`src/rtl/matmul_sequencer.sv`:
```
// matmul_sequencer: runs one MATMUL on the systolic array for each accepted command.
// It preloads an N-row weight tile into the weight FIFO, pulses the array start,
// streams the activation rows out of the unified buffer, waits for the array's
// completion and then pulses done.
module matmul_sequencer #(
  parameter int ADDR_W = 8,
  parameter int N      = 8
) (
  input  logic              clk,
  input  logic              rst_n,
  input  logic              cmd_valid,
  output logic              cmd_ready,
  input  logic [ADDR_W-1:0] cmd_ub_addr,
  input  logic [ADDR_W-1:0] cmd_wt_addr,
  input  logic [7:0]        cmd_rows,
  output logic [ADDR_W-1:0] wt_rd_addr,
  output logic              wt_fifo_wr,
  input  logic              wt_fifo_full,
  output logic              sys_start,
  output logic [7:0]        sys_rows,
  output logic              ub_rd_en,
  output logic [ADDR_W-1:0] ub_rd_addr,
  input  logic              sys_done,
  output logic              busy,
  output logic              done
);

  typedef enum logic [2:0] {
    S_IDLE,
    S_LOAD_WT,
    S_START,
    S_STREAM,
    S_DRAIN,
    S_DONE
  } state_t;

  // Value of wt_cnt while the last weight row of the tile is being pushed.
  localparam logic [7:0] WT_LAST = 8'(N - 1);

  state_t            state, state_next;
  logic [7:0]        wt_cnt, row_cnt, rows;
  logic [ADDR_W-1:0] ub_base, wt_base;
  logic              done_seen;

  // Control strobes from the next-state logic to the datapath registers.
  logic accept, wt_inc, row_inc, seen_set, seen_clr;

  // State register.
  // NOTE: clocked state uses non-blocking assignments so every register samples
  // pre-edge values and simulation order between always blocks cannot matter.
  always_ff @(posedge clk or negedge rst_n) begin
    if (!rst_n) state <= S_IDLE;
    else        state <= state_next;
  end

  // Command fields, counters and the sticky early-completion flag.
  always_ff @(posedge clk or negedge rst_n) begin
    if (!rst_n) begin
      ub_base   <= '0;
      wt_base   <= '0;
      rows      <= '0;
      wt_cnt    <= '0;
      row_cnt   <= '0;
      done_seen <= 1'b0;
    end else begin
      if (accept) begin
        ub_base <= cmd_ub_addr;
        wt_base <= cmd_wt_addr;
        rows    <= cmd_rows;
        wt_cnt  <= '0;
        row_cnt <= '0;
      end else begin
        if (wt_inc)  wt_cnt  <= wt_cnt + 8'd1;
        if (row_inc) row_cnt <= row_cnt + 8'd1;
      end
      if (seen_clr)      done_seen <= 1'b0;
      else if (seen_set) done_seen <= 1'b1;
    end
  end

  // Next-state decode and all outputs; only wt_fifo_wr depends on an input directly.
  // NOTE: every signal written here gets a default first, so no path through the
  // case statement can leave one unassigned and infer a latch.
  always_comb begin
    state_next = state;
    accept     = 1'b0;
    wt_inc     = 1'b0;
    row_inc    = 1'b0;
    seen_set   = 1'b0;
    seen_clr   = 1'b0;
    cmd_ready  = 1'b0;
    wt_rd_addr = '0;
    wt_fifo_wr = 1'b0;
    sys_start  = 1'b0;
    sys_rows   = '0;
    ub_rd_en   = 1'b0;
    ub_rd_addr = '0;
    done       = 1'b0;
    busy       = (state != S_IDLE);

    case (state)
      S_IDLE: begin
        cmd_ready = 1'b1;
        if (cmd_valid) begin
          accept     = 1'b1;
          state_next = (cmd_rows != 8'd0) ? S_LOAD_WT : S_DONE;
        end
      end
      S_LOAD_WT: begin
        wt_rd_addr = wt_base + ADDR_W'(wt_cnt);
        wt_fifo_wr = !wt_fifo_full;
        if (!wt_fifo_full) begin
          wt_inc = 1'b1;
          if (wt_cnt == WT_LAST) state_next = S_START;
        end
      end
      S_START: begin
        sys_start  = 1'b1;
        sys_rows   = rows;
        seen_set   = sys_done;
        state_next = S_STREAM;
      end
      S_STREAM: begin
        sys_rows   = rows;
        ub_rd_en   = 1'b1;
        ub_rd_addr = ub_base + ADDR_W'(row_cnt);
        row_inc    = 1'b1;
        seen_set   = sys_done;
        if (row_cnt == rows - 8'd1) state_next = S_DRAIN;
      end
      S_DRAIN: begin
        sys_rows = rows;
        if (sys_done || done_seen) state_next = S_DONE;
      end
      S_DONE: begin
        sys_rows   = rows;
        done       = 1'b1;
        seen_clr   = 1'b1;
        state_next = S_IDLE;
      end
      default: state_next = S_IDLE;
    endcase
  end

endmodule

```
`config.mk`:
```
export PLATFORM = sky130hd
export DESIGN_NAME = matmul_sequencer
export DESIGN_NICKNAME = d
export VERILOG_FILES = /design/src/rtl/matmul_sequencer.sv
export SDC_FILE = /design/constraint.sdc
export NUM_CORES = 1
export LEC_CHECK = 0
export CORE_UTILIZATION = 52
export CTS_CLUSTER_SIZE = 28
export DETAILED_ROUTE_END_ITERATION = 12
export GPL_TIMING_DRIVEN = 0
export PLACE_DENSITY = 0.86
export SYNTH_ARGS = -nofsm -noshare
export SYNTH_HDL_FRONTEND = slang
export SYNTH_SLANG_ARGS = --single-unit
```
`constraint.sdc`:
```
create_clock -name clk -period 2.5 [get_ports clk]
set_input_delay 0.5 -clock clk [delete_from_list [all_inputs] [get_ports clk]]
set_output_delay 0.5 -clock clk [all_outputs]
set_load 0.02 [all_outputs]
```
==> results of run 1 <==
[sequential cells by signal (all words and copies together) (netlist names)]
signal and cells:
row_cnt 8, wt_cnt 8, ub_base 8, wt_base 8, rows 8, done_seen 1, state 3
[routing by layer]
metal  share of wire  global-route usage
met5               0                   0
met4           0.025               0.100
met3           0.054              0.0440
met2            0.51               0.457
met1            0.41               0.320
[worst max-delay path, stage by stage (launching register included)]
cell and delay [ps]:
dfrtp_2 430, ha_4 180, fa_2 390, a21o_1 160, a21o_1 180, a21oi_2 190
or4b_4 150, nand3_2 70, buf_6 140
[report_power, final]
group          total, uW  internal, uW  switching, uW
Clock                483           246            237
Combinational       3520          1650           1870
Sequential          1370          1010            361
[what timing repair did]
item	CTS	global route
hold endpoints to repair	0	0
pin swaps	24	13
gates resized for setup	95	16
setup endpoints to repair	27	13
buffers inserted	18	5
[through the flow]
| stage | std cells | total power, uW | instance area [sq um] | TNS (ps) |
|---|---|---|---|---|
| floorplan | 294 | 3350 | 2930 | 0 |
| global placement | 422 | 4330 | 3590 | -12090 |
| detailed placement | 423 | 4480 | 3610 | -3320 |
| CTS | 448 | 5070 | 3920 | -273 |
| global route | 453 | 5670 | 4010 | -1100 |
| finish | 453 | 5370 | 4010 | -503 |
[layout make-up]
class,instances,area (sq um),share of cell area
plain buffers,10,63.8,0.0159
repair buffers,82,728,0.182
flip-flops and latches,44,1110,0.278
well taps,70,87.6,0.0219
clock buffers,7,96.3,0.0240
inverters,7,26.3,0.00656
multi-input cells,233,1890,0.472
[cell families (layout without fill, tap and decap cells)]
| kind of cell | count (synthesis) | count (layout) | share of synthesized area |
|---|---|---|---|
| XOR/XNOR | 31 | 31 | 0.0928 |
| multiplexers | 23 | 23 | 0.0877 |
| AO/OA/AOI/OAI | 48 | 48 | 0.107 |
| adder cells (fa/ha/maj) | 20 | 20 | 0.0907 |
| AND/OR/NAND/NOR | 111 | 111 | 0.218 |
| buffers and inverters | 17 | 106 | 0.0269 |
| flip-flops | 44 | 44 | 0.376 |
[Yosys cell counts, drive strengths merged (4+ instances only)]
library cell,n,area [sq um]
xnor2,13,114
mux2,21,236
inv,7,26.3
nor2,33,124
nor2b,8,50.1
xor2,18,158
nand4,6,37.5
ha,18,225
nand3,10,50.1
a31oi,4,25.0
buf,7,41.3
a21o,8,60.1
nor3b,6,45.0
and2,4,25.0
o21ai,11,55.1
a21oi,13,65.1
nand2,10,37.5
dfrtp,44,1100
nor3,9,45.0
[worst paths after layout]
check,end,slack (ps),cells after the start,from
setup / recovery,ub_rd_addr[6],-200,8,row_cnt[0]$_DFFE_PN0P_
hold / removal,ub_base[6]$_DFFE_PN0P_,80,1,rst_n
setup reg to reg,state[1]$_DFFE_PN0P_,350,7,rows[0]$_DFFE_PN0P_
hold reg to reg,done_seen$_DFFE_PN0P_,510,2,done_seen$_DFFE_PN0P_
max in group asynchronous,wt_cnt[4]$_DFFE_PN0P_,1930,2,rst_n
min in group clk,done_seen$_DFFE_PN0P_,510,2,done_seen$_DFFE_PN0P_
==> impl_results.md, run 1 <==
* Leading cell type in the layout, fill and taps excluded: dfrtp_1
* Crit path DAT at 2200 ps
* Io pins at 59
* Min-Delay Path Class: primary input to async pin
* WL/cell at 18.5 um
* Final hold violation count at 0
* Avg Inst Size Synth at 9.95 sq um
* Area growth from synthesis to layout at 37.0%
* Tcrit/Tclk final at 1.08
* Pwr Density at 1340 nW/um^2
* Post-synth top flop: dfrtp_1
* Commonest non-fill, non-tap cells in the layout: 35 x dfrtp_1, 33 x nor2_1, 31 x clkdlybuf4s50_1
* Critical Path RT at 2000 ps
* Mapped Area at 2930 sq um
* Global route overflow at 0
* Post-DP HPWL at 5020 um
* #FFs+latches synth at 44
* Cells after Synth at 294
* Core Area at 5270 sq um
* Initial core utilization at 0.555
* Setup WS post-layout at -196 ps
* Initial DRC count at 202
* Count of flip-flops with a built-in enable after synthesis at 0
* Fin nets at 432
* Peak Freq at 371 MHz
* Clk sink count at 44
* Worst-path clk slew at 80 ps
* DIE HEIGHT at 77.0 um
* Largest net degree at the start of global routing at 34
* Critical path class: flip-flop to output port
* DRT Pass-1 Iters at 5
* Die width at 77.0 um
* GPL Wtd Cong at 0.849
* Ys async rst share at 1.00
* VDD IR max at 1330 uV
* First-pass GRT wire length at 12100 um
* Post-DRT Antenna Nets at 0
* Count of input and output buffers at 58
* DIE AREA at 5930 sq um
* Max-slew headroom at 0.576
* Max cap viols at 0
* Sequential area share after synthesis at 0.376
* Vias in the first global route at 2591
* Leak pwr at 0.00180 uW
* Wirelength, routed at 8380 um
* Antenna cell count at 0
* Startpoint types: flip-flop
* CTS buffer count at 5
* Final Util at 0.760
* Ys Warns at 0
* Clock Latency Late Sink at 290 ps
* Post-DR vias/cell at 6.11
* Row cnt at 26
* Drt drc at 0
* GRT Total Usage at 0.261
* H-tree Lvls at 2
* CTS Root Buffer Type: clkbuf_8
* Status: complete, but fails checks
* Syn_nets at 343
* Slew Limit Fails at 0
* CP Capture Type: output port
* Failing checks: negative setup slack
* Unique masters post-synth at 49
* Fillers at 355
* Pre-CTS WS at -553 ps
* Initial antenna violation count at 0
* WHS at 84.1 ps
* Crit Path Max Fanout at 2
* Final setup fails at 7
* Via count at 2766
* CTS tree: yes
* Setup Skew at 7.77 ps
* Worst-Margin Slew at 633 ps
* Final critical-path required period at 2700 ps
* CTS Hold Buffers Added at 0
* Layout cells sized above 1 at 0.290
* Max clock buf depth at 2
* RSZ-0062 raised after global routing: yes
Note: power is estimated with default switching activity, not from simulation.
==> inputs of run 2 (changes only) <==
REMOVE_ABC_BUFFERS = 1   (was default)
==> impl_results.md, run 2 (synthesis gave the netlist of run 1 again) <==
* Initial core utilization at 0.555 (unchanged)
* First-pass GRT wire length at 13100 um (was 12100 um)
* Layout cells sized above 1 at 0.313 (was 0.290)
* Initial DRC count at 216 (was 202)
* Antenna cell count at 0 (unchanged)
* Min-Delay Path Class: primary input to async pin (unchanged)
* Crit Path Max Fanout at 2 (unchanged)
* Global route overflow at 0 (unchanged)
* WL/cell at 17.5 um (was 18.5 um)
* Crit path DAT at 2160 ps (was 2200 ps)
* Post-DR vias/cell at 5.89 (was 6.11)
* Clock Latency Late Sink at 310 ps (was 290 ps)
* Setup WS post-layout at -162 ps (was -196 ps)
* Largest net degree at the start of global routing at 24 (was 34)
* Sum Neg Setup Slack at -602 ps (was -503 ps)
* Setup Skew at 11.1 ps (was 7.77 ps)
* Leak pwr at 0.00186 uW (was 0.00180 uW)
* GPL Wtd Cong at 0.791 (was 0.849)
* Power Total at 5460 uW (was 5370 uW)
* Area growth from synthesis to layout at 39.5% (was 37.0%)
* Status: complete, but fails checks (unchanged)
* Peak Freq at 376 MHz (was 371 MHz)
* CTS tree: yes (unchanged)
* Max-slew headroom at 0.413 (was 0.576)
* RSZ-0062 raised after global routing: yes (unchanged)
* Max cap viols at 0 (unchanged)
* H-tree Lvls at 2 (unchanged)
* CTS Hold Buffers Added at 0 (unchanged)
* Worst-path clk slew at 90 ps (was 80 ps)
* DRT Pass-1 Iters at 4 (was 5)
* Critical Path RT at 2000 ps (about the same)
* Slew Limit Fails at 0 (unchanged)
* Leading cell type in the layout, fill and taps excluded: buf_4 (was dfrtp_1)
* Final critical-path required period at 2660 ps (was 2700 ps)
* DIE AREA at 5930 sq um (unchanged)
* Post-DP HPWL at 4840 um (was 5020 um)
* Worst-Margin Slew at 877 ps (was 633 ps)
* Initial antenna violation count at 0 (unchanged)
* Post-DRT Antenna Nets at 0 (unchanged)
* Row cnt at 26 (unchanged)
* VDD IR max at 1040 uV (was 1330 uV)
* Failing checks: negative setup slack (unchanged)
* Clk sink count at 44 (unchanged)
* CTS buffer count at 5 (unchanged)
* Final hold violation count at 0 (unchanged)
* Final setup fails at 7 (unchanged)
* Count of input and output buffers at 58 (unchanged)
* Vias in the first global route at 2734 (was 2591)
* Max clock buf depth at 2 (unchanged)
* WHS at 180 ps (was 84.1 ps)
* CTS Root Buffer Type: clkbuf_8 (unchanged)
* CP Capture Type: output port (unchanged)
* Drt drc at 0 (unchanged)
* Fin nets at 432 (unchanged)
* GRT Total Usage at 0.284 (was 0.261)
* Via count at 2673 (was 2766)
* Wirelength, routed at 7960 um (was 8380 um)
* DIE HEIGHT at 77.0 um (unchanged)
* Core Area at 5270 sq um (unchanged)
* Final Util at 0.774 (was 0.760)
* Commonest non-fill, non-tap cells in the layout: 35 x buf_4, 33 x nor2_1, 31 x dfrtp_1, 31 x clkdlybuf4s50_1, 21 x mux2_2 (was 35 x dfrtp_1, 33 x nor2_1, 31 x clkdlybuf4s50_1)
* R2R setup slack at 260 ps (was 350 ps)
* Tcrit/Tclk final at 1.06 (was 1.08)
* Die width at 77.0 um (unchanged)
* Pwr Density at 1340 nW/um^2 (about the same)
* Pre-CTS WS at -621 ps (was -553 ps)
* Io pins at 59 (unchanged)
* Critical path class: flip-flop to output port (unchanged)
* Startpoint types: flip-flop (unchanged)
## run 2: changes by cell type in the layout (fill, tap and decap cells not counted), sizes merged
cell / delta
dlymetal6s2s: +5
buf: +3
clkbuf: -5
bufinv: +1
dlygate4sd2: -2
clkdlybuf4s15: -2
clkinv: +1
## run 2: worst paths after layout
path                                              from                      to  cells past startpoint
max in group asynchronous                        rst_n  row_cnt[3]$_DFFE_PN0P_                      2
worst max register to register    state[2]$_DFFE_PN0P_   wt_cnt[5]$_DFFE_PN0P_                      6
worst min-delay path                             rst_n   wt_cnt[6]$_DFFE_PN0P_                      1
worst max-delay path            wt_base[0]$_DFFE_PN0P_           wt_rd_addr[6]                      8
min in group clk                 done_seen$_DFFE_PN0P_   done_seen$_DFFE_PN0P_                      2
worst min register to register   done_seen$_DFFE_PN0P_   done_seen$_DFFE_PN0P_                      2
## run 2: layout make-up
| class | instances | area, sq um |
|---|---|---|
| Clock buffer | 6 | 72.6 |
| Clock inverter | 2 | 35.0 |
| Fill cell | 357 | 1190 |
| Inverter | 7 | 26.3 |
| Multi-Input combinational cell | 233 | 1900 |
| Sequential cell | 44 | 1120 |
| Tap cell | 70 | 87.6 |
| Timing Repair Buffer | 92 | 840 |
## run 2: critical path, cell delays in order (launching register included)
cell     delay, ps
dfrtp_1        420
ha_4           180
fa_2           370
a21o_1         180
a21o_1         190
a21oi_2        160
or4b_1         140
nand3_2         80
buf_6          140
## run 2: power by group
part,switching [uW],internal [uW]
clock,253,297
sequential,371,1010
combinational,1780,1740
## run 2: routing by layer
metal  track usage  part of all wire  vias to the layer above
met5             0                 0                        -
met4         0.126             0.030                        0
met3        0.0393             0.049                       24
met2         0.504              0.53                       98
met1         0.340              0.40                     1310
li1              -                 -                     1241
## run 2: timing repair
item,4_1_cts,5_1_grt
setup endpoints to repair,28,15
buffers inserted,28,3
gates resized for setup,95,15
pin swaps,20,14
## run 2: stage by stage
stage / instance area (sq um) / std cells
finish: 4080 / 454
global route: 4080 / 454
CTS: 4020 / 451
detailed placement: 3590 / 415
global placement: 3540 / 412
floorplan: 2870 / 284
==> inputs of run 3 (changes only) <==
CORE_UTILIZATION = 45   (was 52)
DONT_BUFFER_PORTS = 1   (was default)
PLACE_DENSITY = 0.65   (was 0.86)
==> impl_results.md, run 3 (synthesis gave the netlist of run 1 again) <==
* CTS tree: yes (unchanged)
* Clock Latency Late Sink at 300 ps (was 310 ps)
* Drt drc at 0 (unchanged)
* Design area at 3480 sq um (was 4080 sq um)
* Fin nets at 359 (was 432)
* Post-DRT Antenna Nets at 0 (unchanged)
* Pwr Density at 1410 nW/um^2 (was 1340 nW/um^2)
* Post-DP HPWL at 4450 um (was 4840 um)
* Setup Skew at 6.16 ps (was 11.1 ps)
* Leak pwr at 0.00148 uW (was 0.00186 uW)
* GRT Total Usage at 0.201 (was 0.284)
* Count of input and output buffers at 0 (was 58)
* Row cnt at 29 (was 26)
* Max-slew headroom at 0.525 (was 0.413)
* WL/cell at 16.8 um (was 17.5 um)
* Startpoint types: flip-flop (unchanged)
* Layout cells sized above 1 at 0.322 (was 0.313)
* Setup WS post-layout at -117 ps (was -162 ps)
* WHS at 21.5 ps (was 180 ps)
* CP startpoint: wt_cnt[2]$_DFFE_PN0P_ (was wt_base[0]$_DFFE_PN0P_)
* Failing checks: negative setup slack (unchanged)
* Io pins at 59 (unchanged)
* Critical path class: flip-flop to output port (unchanged)
* H-tree Lvls at 2 (unchanged)
* GPL Wtd Cong at 0.778 (was 0.791)
* DIE AREA at 6830 sq um (was 5930 sq um)
* Worst-path clk slew at 90 ps (about the same)
* Worst-Margin Slew at 707 ps (was 877 ps)
* Clk sink count at 44 (unchanged)
* Slew Limit Fails at 0 (unchanged)
* Global route overflow at 0 (unchanged)
* Leading cell type in the layout, fill and taps excluded: dfrtp_1 (was buf_4)
* Final hold violation count at 0 (unchanged)
* Max cap viols at 0 (unchanged)
* Vias in the first global route at 2126 (was 2734)
* Initial DRC count at 64 (was 216)
* Core Area at 6310 sq um (was 5270 sq um)
* CTS Root Buffer Type: clkbuf_8 (unchanged)
* Worst R2R End: wt_cnt[5]$_DFFE_PN0P_ (unchanged)
* Area growth from synthesis to layout at 19.0% (was 39.5%)
* CTS buffer count at 5 (unchanged)
* Via count at 2250 (was 2673)
* FF-to-FF path depth at 6 (unchanged)
* Final setup fails at 5 (was 7)
* VDD IR max at 1190 uV (was 1040 uV)
* Seq. cell area at 1110 sq um (was 1120 sq um)
* Worst r2r src: state[1]$_DFFE_PN0P_ (was state[2]$_DFFE_PN0P_)
* Crit Path Max Fanout at 6 (was 2)
* Die width at 82.6 um (was 77.0 um)
* Fillers at 577 (was 357)
* Crit path DAT at 2120 ps (was 2160 ps)
* Max clock buf depth at 2 (unchanged)
* First-pass GRT wire length at 10200 um (was 13100 um)
* Min-Delay Path Class: primary input to async pin (unchanged)
* Status: complete, but fails checks (unchanged)
* RSZ-0062 raised after global routing: yes (unchanged)
* Commonest non-fill, non-tap cells in the layout: 33 x dfrtp_1, 31 x nor2_1, 21 x mux2_2 (was 35 x buf_4, 33 x nor2_1, 31 x dfrtp_1, 31 x clkdlybuf4s50_1, 21 x mux2_2)
* Critical Path RT at 2000 ps (about the same)
* Antenna cell count at 0 (unchanged)
* Setup crit end: wt_rd_addr[6] (unchanged)
* Initial core utilization at 0.463 (was 0.555)
* DRT Pass-1 Iters at 4 (unchanged)
* Tcrit/Tclk final at 1.05 (was 1.06)
* Peak Freq at 382 MHz (was 376 MHz)
* Post-DR vias/cell at 5.80 (was 5.89)
* Largest net degree at the start of global routing at 45 (was 24)
* Final critical-path required period at 2620 ps (was 2660 ps)
* DIE HEIGHT at 82.6 um (was 77.0 um)
* R2R setup slack at 320 ps (was 260 ps)
* CP Capture Type: output port (unchanged)
* Initial antenna violation count at 0 (unchanged)
* Sum Neg Setup Slack at -300 ps (was -602 ps)
* Wirelength, routed at 6540 um (was 7960 um)
* Multi-input gate area at 1970 sq um (was 1900 sq um)
* Placement Cell Area at 3010 sq um (was 3590 sq um)
## run 3: report_power, final
group	internal (uW)	switching (uW)
Clock	221	258
Sequential	1010	353
Combinational	1380	1710
## run 3: how the worst min path moves through the flow
stage,start,endpoint,slack (ps),cells past startpoint
final,rst_n,done_seen$_DFFE_PN0P_,20,1
after global routing,rst_n,rows[6]$_DFFE_PN0P_,40,1
after CTS,rst_n,done_seen$_DFFE_PN0P_,40,1
after detailed placement,rst_n,wt_base[0]$_DFFE_PN0P_,210,0
after global placement,rst_n,wt_base[0]$_DFFE_PN0P_,210,0
after floorplan,rst_n,done_seen$_DFFE_PN0P_,200,0
## run 3: critical path, cell delays in order (launching register included)
cell,delay [ps]
dfrtp_2,460
ha_1,340
a21o_1,140
a21o_1,180
a21oi_2,80
or4b_1,480
nand3_2,140
## run 3: layer usage
metal  up-vias  GRT usage  wire length [um]
met4         0     0.0724               103
met1      1101      0.271              3030
met2        51      0.324              3100
met3         7     0.0341               294
li1       1091          -                 -
met5         -          0                 0
## run 3: stage by stage
step                setup WS, ps  utilization  instances  power (uW)
finish                      -117        0.552        388        4930
detailed placement          -278        0.476        364        3740
CTS                         -110        0.538        386        4690
floorplan                   -146            -        284        3330
global placement            -973        0.470        361        3640
global route                -216        0.552        388        5340
## run 3: cell type report
cell class,count,share of cell area
multi-input combinational,233,0.565
inverter,7,0.00862
clock buffer,6,0.0237
timing repair buffer,19,0.0521
sequential,44,0.320
tap,77,0.0277
clock inverter,2,0.00287
## run 3: what timing repair did
action / in CTS / in global routing
gates resized for setup: 42 / 15
pin swaps: 12 / 8
hold endpoints to repair: 44 / 0
setup buffers: 13 / 2
endpoints found under the setup margin: 14 / 8
hold buffers: 1 / 0
